### src/rtl/spi_master_mc.sv
// Multi-chip-select SPI master: one word per accepted start, per-transfer mode,
// bit order and sclk divider; sclk, cs_n and mosi all come straight from flops.
module spi_master_mc #(
    parameter int DATA_W = 8,
    parameter int NUM_CS = 4,
    parameter int DIV_W  = 8,
    localparam int CS_W  = (NUM_CS > 1) ? $clog2(NUM_CS) : 1
) (
    input  logic              clk,
    input  logic              rst_n,
    input  logic              start,
    input  logic              abort,
    input  logic [DATA_W-1:0] tx_data,
    input  logic [CS_W-1:0]   cs_sel,
    input  logic [1:0]        mode,
    input  logic              lsb_first,
    input  logic [DIV_W-1:0]  clk_div,
    input  logic              miso,
    output logic              mosi,
    output logic              sclk,
    output logic [NUM_CS-1:0] cs_n,
    output logic              busy,
    output logic              rx_valid,
    output logic [DATA_W-1:0] rx_data
);
    localparam int EDGE_W = $clog2(2 * DATA_W + 1);
    localparam logic [EDGE_W-1:0] LAST_EDGE = EDGE_W'(2 * DATA_W);

    typedef enum logic [2:0] {IDLE, SETUP, XFER, HOLD, DONE} state_t;

    state_t            state_q, state_d;
    logic [DIV_W-1:0]  div_q, div_d;
    logic [DIV_W-1:0]  cnt_q, cnt_d;
    logic [EDGE_W-1:0] edge_cnt_q, edge_cnt_d;
    logic [EDGE_W-1:0] edge_nxt;
    logic              cpol_q, cpol_d;
    logic              cpha_q, cpha_d;
    logic              lsb_q, lsb_d;
    logic [DATA_W-1:0] tx_sh_q, tx_sh_d;
    logic [DATA_W-1:0] rx_sh_q, rx_sh_d;
    logic [DATA_W-1:0] rx_data_q, rx_data_d;
    logic              sclk_q, sclk_d;
    logic              mosi_q, mosi_d;
    logic              busy_q, busy_d;
    logic              rx_valid_q, rx_valid_d;
    logic [NUM_CS-1:0] cs_n_q, cs_n_d;
    logic              sample;
    logic              advance;

    // Out-of-range indices match no bit, so every select stays high.
    function automatic logic [NUM_CS-1:0] cs_decode(input logic [CS_W-1:0] sel);
        logic [NUM_CS-1:0] v;
        for (int i = 0; i < NUM_CS; i++) begin
            v[i] = (sel != CS_W'(i));
        end
        return v;
    endfunction

    // Edges are numbered 1..2*DATA_W; odd edges are the leading ones.
    assign edge_nxt = edge_cnt_q + 1'b1;
    assign sample   = cpha_q ? ~edge_nxt[0] : edge_nxt[0];
    assign advance  = cpha_q ? edge_nxt[0] : (~edge_nxt[0] && (edge_nxt != LAST_EDGE));

    always_comb begin
        // NOTE: every _d starts as its _q so no path through this block can infer a latch.
        state_d    = state_q;
        div_d      = div_q;
        cnt_d      = cnt_q;
        edge_cnt_d = edge_cnt_q;
        cpol_d     = cpol_q;
        cpha_d     = cpha_q;
        lsb_d      = lsb_q;
        tx_sh_d    = tx_sh_q;
        rx_sh_d    = rx_sh_q;
        rx_data_d  = rx_data_q;
        sclk_d     = sclk_q;
        mosi_d     = mosi_q;
        busy_d     = busy_q;
        cs_n_d     = cs_n_q;
        rx_valid_d = 1'b0;

        unique case (state_q)
            IDLE: begin
                if (start) begin
                    state_d    = SETUP;
                    div_d      = clk_div;
                    cnt_d      = clk_div;
                    edge_cnt_d = '0;
                    cpol_d     = mode[1];
                    cpha_d     = mode[0];
                    lsb_d      = lsb_first;
                    sclk_d     = mode[1];
                    busy_d     = 1'b1;
                    cs_n_d     = cs_decode(cs_sel);
                    rx_sh_d    = '0;
                    if (!mode[0]) begin
                        mosi_d  = lsb_first ? tx_data[0] : tx_data[DATA_W-1];
                        tx_sh_d = lsb_first ? (tx_data >> 1) : (tx_data << 1);
                    end else begin
                        mosi_d  = 1'b0;
                        tx_sh_d = tx_data;
                    end
                end
            end
            SETUP, XFER, HOLD: begin
                if (abort) begin
                    state_d = IDLE;
                    cs_n_d  = '1;
                    sclk_d  = cpol_q;
                    mosi_d  = 1'b0;
                    busy_d  = 1'b0;
                end else if (cnt_q != '0) begin
                    cnt_d = cnt_q - 1'b1;
                end else begin
                    cnt_d = div_q;
                    if (state_q == HOLD) begin
                        state_d    = DONE;
                        cs_n_d     = '1;
                        mosi_d     = 1'b0;
                        rx_data_d  = rx_sh_q;
                        rx_valid_d = 1'b1;
                    end else begin
                        sclk_d     = ~sclk_q;
                        edge_cnt_d = edge_nxt;
                        state_d    = (edge_nxt == LAST_EDGE) ? HOLD : XFER;
                        if (sample) begin
                            rx_sh_d = lsb_q ? {miso, rx_sh_q[DATA_W-1:1]}
                                            : {rx_sh_q[DATA_W-2:0], miso};
                        end
                        if (advance) begin
                            mosi_d  = lsb_q ? tx_sh_q[0] : tx_sh_q[DATA_W-1];
                            tx_sh_d = lsb_q ? (tx_sh_q >> 1) : (tx_sh_q << 1);
                        end
                    end
                end
            end
            DONE: begin
                state_d = IDLE;
                busy_d  = 1'b0;
            end
            default: begin
                state_d = IDLE;
                cs_n_d  = '1;
                busy_d  = 1'b0;
                mosi_d  = 1'b0;
            end
        endcase
    end

    // NOTE: state flops use non-blocking assignment so every flop samples pre-edge values.
    always_ff @(posedge clk or negedge rst_n) begin
        if (!rst_n) begin
            state_q    <= IDLE;
            div_q      <= '0;
            cnt_q      <= '0;
            edge_cnt_q <= '0;
            cpol_q     <= 1'b0;
            cpha_q     <= 1'b0;
            lsb_q      <= 1'b0;
            tx_sh_q    <= '0;
            rx_sh_q    <= '0;
            rx_data_q  <= '0;
            sclk_q     <= 1'b0;
            mosi_q     <= 1'b0;
            busy_q     <= 1'b0;
            rx_valid_q <= 1'b0;
            cs_n_q     <= '1;
        end else begin
            state_q    <= state_d;
            div_q      <= div_d;
            cnt_q      <= cnt_d;
            edge_cnt_q <= edge_cnt_d;
            cpol_q     <= cpol_d;
            cpha_q     <= cpha_d;
            lsb_q      <= lsb_d;
            tx_sh_q    <= tx_sh_d;
            rx_sh_q    <= rx_sh_d;
            rx_data_q  <= rx_data_d;
            sclk_q     <= sclk_d;
            mosi_q     <= mosi_d;
            busy_q     <= busy_d;
            rx_valid_q <= rx_valid_d;
            cs_n_q     <= cs_n_d;
        end
    end

    assign mosi     = mosi_q;
    assign sclk     = sclk_q;
    assign cs_n     = cs_n_q;
    assign busy     = busy_q;
    assign rx_valid = rx_valid_q;
    assign rx_data  = rx_data_q;

endmodule

### config.mk
export PLATFORM = sky130hd
export DESIGN_NAME = spi_master_mc
export DESIGN_NICKNAME = d
export VERILOG_FILES = /design/src/rtl/spi_master_mc.sv
export SDC_FILE = /design/constraint.sdc
export NUM_CORES = 1
export LEC_CHECK = 0
export ABC_AREA = 0
export CAP_MARGIN = 40
export CORE_MARGIN = 2
export CORE_UTILIZATION = 55
export CTS_CLUSTER_SIZE = 8
export DETAILED_ROUTE_END_ITERATION = 6
export HOLD_SLACK_MARGIN = 0.03
export PLACE_DENSITY = 0.79
export SYNTH_ARGS = -nofsm -noshare
export SYNTH_HDL_FRONTEND = slang
export SYNTH_SLANG_ARGS = --single-unit
### constraint.sdc
create_clock -name clk -period 3.3 [get_ports clk]
set_clock_uncertainty 0.15 [all_clocks]
set_input_delay 0.99 -clock clk [delete_from_list [all_inputs] [get_ports clk]]
set_output_delay 0.99 -clock clk [all_outputs]
set_load 0.05 [all_outputs]
Word level (Yosys, flattened, before mapping) --
Cells that the tools add are included.
Word-level totals: latch bits 0, input bits 26, memory bits (writable) 0, memories 0, word-level logic and storage cells 118, output and inout bits 16, register bits after elaboration 59, bits in read-only memories 0
Operators by class: $lt $le $gt $ge 0, divide/modulo/power cells 0, multiplexer cells 59, add/sub/neg operators 2, reductions and logical operators 17, multiply operators 0, eq/ne operators 20, bitwise gates (word level) 5, shift-type cells 0
Operators by type and width (number):
- $mux 8 | 17
- $pmux 8 s2 | 3
- $mux 1 | 21
- $mux 5 | 4
- $ne 2x2->1 const B | 9
- $mux 4 | 4
- $reduce_and 4->1 | 4
- $mux 3 | 4
- $pmux 4 s3 | 1
- $reduce_and 6->1 | 2
- $pmux 5 s2 | 1
- $ne 3x3->1 const B | 3
- $reduce_bool 8->1 | 1
- $sub 8x1->8 const B | 1
- $eq 3x2->1 const B | 2
- $pmux 3 s2 | 1
- $reduce_and 2->1 | 3
- $add 5x1->5 const B | 1
- $eq 5x5->1 const B | 1
- $ne 5x5->1 const B | 1
- $not 1->1 | 5
- $reduce_and 5->1 | 1
- $ne 4x4->1 const B | 1
- $pmux 1 s2 | 2
- other kinds (9) | 10

Logic depth before layout (Yosys ltp) --
depth in word-level cells 9, depth in mapped cells 9, mapped depth without buffers 7

Worst setup path before layout --
No wires, ideal clock.
path type in2reg, start in start, end reg tx_sh_q[0], required time 3025 ps, library setup time 125 ps, cell stages on the path 7, slack 591 ps, arrival time 2434 ps, path buffers 2, path through or4b_1 > buf_2 > o21ai_2 > nand3_4 > a31o_1 > buf_6 > mux2_4
Between the ends: longest elaborated chain between the ends 2
RTL lines:
- start: declaration | RTL line 11 | input logic start,
- $ne 2x2->1 (no source line)
- $reduce_and 6->1 (no source line)
- end signal: assignment | RTL line 176 | tx_sh_q <= tx_sh_d;
- end: declaration | RTL line 39 | logic [DATA_W-1:0] tx_sh_q, tx_sh_d;
Every way passes these cells. A chain may end at the register's enable or synchronous reset.

Worst setup path in the final report --
start in start, end reg tx_sh_q[5]
Same word-level chain as after synthesis.

==> metrics.txt <==
# TYPE chip_impl_metric gauge
chip_impl_metric{name="global_route_wire_length_before_repair",unit="um"} 12900
chip_impl_metric{name="synthToLayoutAreaGrowth",unit="%"} 23.2
chip_impl_metric{name="post_synth_inst_count",unit=""} 374
chip_impl_metric{name="synth_top_area_frac",unit=""} 0.414
chip_impl_metric{name="yosysUniqueCellTypes",unit=""} 58
chip_impl_metric{name="antenna_violations_before_repair",unit=""} 0
chip_impl_metric{name="layout.nets",unit=""} 449
chip_impl_metric{name="route.detailed.vias_per_inst",unit=""} 5.82
chip_impl_metric{name="postCtsSetupRepairBufs",unit=""} 0
chip_impl_metric{name="post_synth_instance_area",unit="sq um"} 3330
chip_impl_metric{name="cts.htree.levels",unit=""} 3
chip_impl_info{name="critical_path.endpoint_type",value="register"} 1
chip_impl_metric{name="first_global_vias",unit=""} 2800
chip_impl_info{name="start_kind",value="input port"} 1
chip_impl_metric{name="initial_core_util",unit=""} 0.565
chip_impl_metric{name="design.core.area",unit="sq um"} 5890
chip_impl_metric{name="tightest_slew",unit="ps"} 874
chip_impl_metric{name="route.detailed.drc",unit=""} 0
chip_impl_metric{name="setup_viol",unit=""} 0
chip_impl_info{name="synth_largest_area_cell",value="dfrtp_1"} 1
chip_impl_metric{name="cts.path.max_buffers",unit=""} 2
chip_impl_info{name="crit_type",value="input port to register"} 1
chip_impl_metric{name="synth.yosys.warnings",unit=""} 0
chip_impl_info{name="hold_path.class",value="register to register"} 1
chip_impl_metric{name="max_freq",unit="MHz"} 348
chip_impl_metric{name="clk_latency",unit="ps"} 340
chip_impl_metric{name="data_arrival_time_of_the_worst_path",unit="ps"} 2940
chip_impl_metric{name="grt.overflow.total",unit=""} 0
chip_impl_metric{name="drt.antenna.violating_nets",unit=""} 0
chip_impl_metric{name="maximum_number_of_pins_on_one_net_before_global_route_repair",unit=""} 31
chip_impl_metric{name="synth_enable_flop_cells",unit=""} 0
chip_impl_metric{name="worst_ir_drop_vdd",unit="V"} 0.000520
chip_impl_metric{name="drt_iter0_drc",unit=""} 197
chip_impl_metric{name="report.final.hold_viol_count",unit=""} 0
chip_impl_metric{name="numPortBuffers",unit=""} 41
chip_impl_info{name="synth_flop_cell",value="dfrtp_1"} 1
chip_impl_metric{name="detailed_place_hpwl",unit="um"} 5240
chip_impl_metric{name="drive_above_1_share",unit=""} 0.129
chip_impl_metric{name="clkTransAtPathRegs",unit="ps"} 70
chip_impl_metric{name="detail_route.wirelength",unit="um"} 7650
chip_impl_metric{name="syn-mean-instance-area",unit="sq um"} 8.90
chip_impl_metric{name="firstDrtPassIters",unit=""} 5
chip_impl_info{name="layout_commonest_cell",value="nand2_1"} 1
chip_impl_metric{name="post_detailed_route_wirelength_per_cell",unit="um"} 15.3
chip_impl_metric{name="ys_seq_area_frac",unit=""} 0.445
chip_impl_metric{name="post_cts_resize_count",unit=""} 0
chip_impl_metric{name="pwr_dens",unit="nW/um^2"} 912
chip_impl_metric{name="final_min_period_over_clock_period",unit=""} 0.870
chip_impl_info{name="clock_root_buffer",value="clkbuf_8"} 1
chip_impl_metric{name="worst_hold_slack",unit="ps"} 324
chip_impl_info{name="status",value="completed"} 1
chip_impl_metric{name="place_congestion",unit=""} 0.864
chip_impl_metric{name="placementRows",unit=""} 28
chip_impl_metric{name="fp.dieW",unit="um"} 81.8
chip_impl_metric{name="worst_ep_required_time",unit="ps"} 3370
chip_impl_info{name="clock_tree_from_tritoncts",value="yes"} 1
chip_impl_info{name="layout_common_cells",value="nand2_1 (79), dfrtp_1 (55), clkdlybuf4s50_1 (40), o21ai_1 (28), o21ai_0 (24)"} 1
chip_impl_metric{name="fill_cells",unit=""} 461
chip_impl_metric{name="dieArea",unit="sq um"} 6690
chip_impl_metric{name="synth_nets",unit=""} 403
chip_impl_metric{name="post-route-min-period",unit="ps"} 2870
chip_impl_metric{name="path_max_fanout",unit=""} 8
chip_impl_metric{name="postCtsHoldBufs",unit=""} 0
chip_impl_metric{name="number_of_buffers_created_by_cts",unit=""} 9
chip_impl_metric{name="globalRouteTotalUtil",unit=""} 0.254
chip_impl_metric{name="synth_async_sr_flop_share",unit=""} 1.00
chip_impl_metric{name="ys_seq_elements",unit=""} 59
chip_impl_metric{name="die-height",unit="um"} 81.8
chip_impl_metric{name="setup-tns-final",unit="ps"} 0
chip_impl_info{name="setup_repair_after_global_routing_missed_its_margin",value="no"} 1
chip_impl_metric{name="n_antenna_cell",unit=""} 0
chip_impl_info{name="netlist_top_cells_area",value="dfrtp_1 (41%), nand2_1 (8.9%), mux2i_1 (4.2%)"} 1
chip_impl_metric{name="cts.sinks",unit=""} 59
chip_impl_metric{name="max_cap_violations",unit=""} 0
chip_impl_metric{name="p_leak",unit="nW"} 1.82
chip_impl_metric{name="vias",unit=""} 2908
chip_impl_metric{name="io_pins",unit=""} 42
chip_impl_metric{name="drv_slew",unit=""} 0
chip_impl_metric{name="slew_headroom",unit=""} 0.417
[where the power goes]
part | internal [mW] | leakage (nW) | switching (mW)
sequential | 0.992 | 0.742 | 0.290
combinational | 0.705 | 0.957 | 0.951
clock | 0.500 | 0.119 | 0.302
total | 2.20 | 1.82 | 1.54
[state kept, by name, summed over array words and instances, names as in the netlist]
signal	cells
busy	1
cnt_q	8
cpha_q	1
cpol_q	1
cs_n	4
div_q	8
edge_cnt_q	5
lsb_q	1
mosi	1
rx_data	8
rx_sh_q	8
rx_valid	1
sclk	1
state_q	3
tx_sh_q	8
[cells in the mapped netlist, types with 3 or more instances]
library cell	instances
buf_2	5
nor3b_1	3
nand3b_1	3
nor3_1	4
nand3_1	15
a21oi_1	12
a211oi_1	5
dfstp_2	4
o21ai_1	28
ha_1	3
mux2_4	8
o21ai_0	24
o31ai_1	3
nor4_1	3
or3_1	5
mux2i_1	14
nand2_1	79
xnor2_1	3
dfrtp_1	55
clkbuf_1	13
inv_1	12
nand2b_1	4
o211ai_1	4
mux2_1	6
nor2_1	21
[cells by family (layout without fill, tap and decap cells)]
| group | after synthesis | count (layout) | share of synthesized area |
|---|---|---|---|
| and+or+nand+nor | 150 | 150 | 0.213 |
| AOI/OAI and AO/OA | 95 | 95 | 0.176 |
| DFF | 59 | 59 | 0.445 |
| buffers and inverters | 34 | 85 | 0.0425 |
| muxes | 29 | 29 | 0.102 |
| xor gates and xnor gates | 4 | 4 | 0.0105 |
| adders and majority gates | 3 | 3 | 0.0113 |
[metal layers]
metal,track usage,vias to the layer above,routed length (um)
met5,0,-,0
met4,0.118,0,125
met3,0.0527,14,340
met2,0.403,87,3650
met1,0.334,1398,3530
li1,-,1409,-
[worst max-delay path: stages]
cell and delay [ps]:
clkdlybuf4s50_1 520, or4b_1 490, o21ai_2 120, nand3_4 90, a31o_1 370, mux2_4 360
[through the flow]
stage / util / instance area [sq um] / worst slack [ps] / total power, mW / cells
final: 0.697 / 4100 / 429 / 3.74 / 500
after global routing: 0.697 / 4100 / 375 / 3.99 / 500
after CTS: 0.697 / 4100 / 451 / 3.74 / 500
after detailed placement: 0.656 / 3860 / 97.3 / 2.93 / 484
after global placement: 0.655 / 3850 / 126 / 2.86 / 483
after floorplan: - / 3330 / 591 / 2.46 / 374
[path summary, 6_finish.rpt]
kind	cells past startpoint	slack, ps	start	endpoint
min	2	320	div_q[5]	div_q[5]
max	6	430	start	tx_sh_q[5]
max reg2reg	7	710	cnt_q[0]	tx_sh_q[5]
max in group asynchronous	2	1790	rst_n	cs_n[0]
min reg2reg	2	320	div_q[5]	div_q[5]
min in group asynchronous	1	540	rst_n	tx_sh_q[4]
[cell type report]
cell class | count | area [sq um] | area share
clock inverter | 7 | 116 | 0.0284
sequential | 59 | 1480 | 0.361
tap | 75 | 93.8 | 0.0229
timing repair buffer | 56 | 531 | 0.129
multi-input combinational | 281 | 1710 | 0.416
clock buffer | 9 | 124 | 0.0302
inverter | 13 | 48.8 | 0.0119
Power figures use the tool's default switching activity.
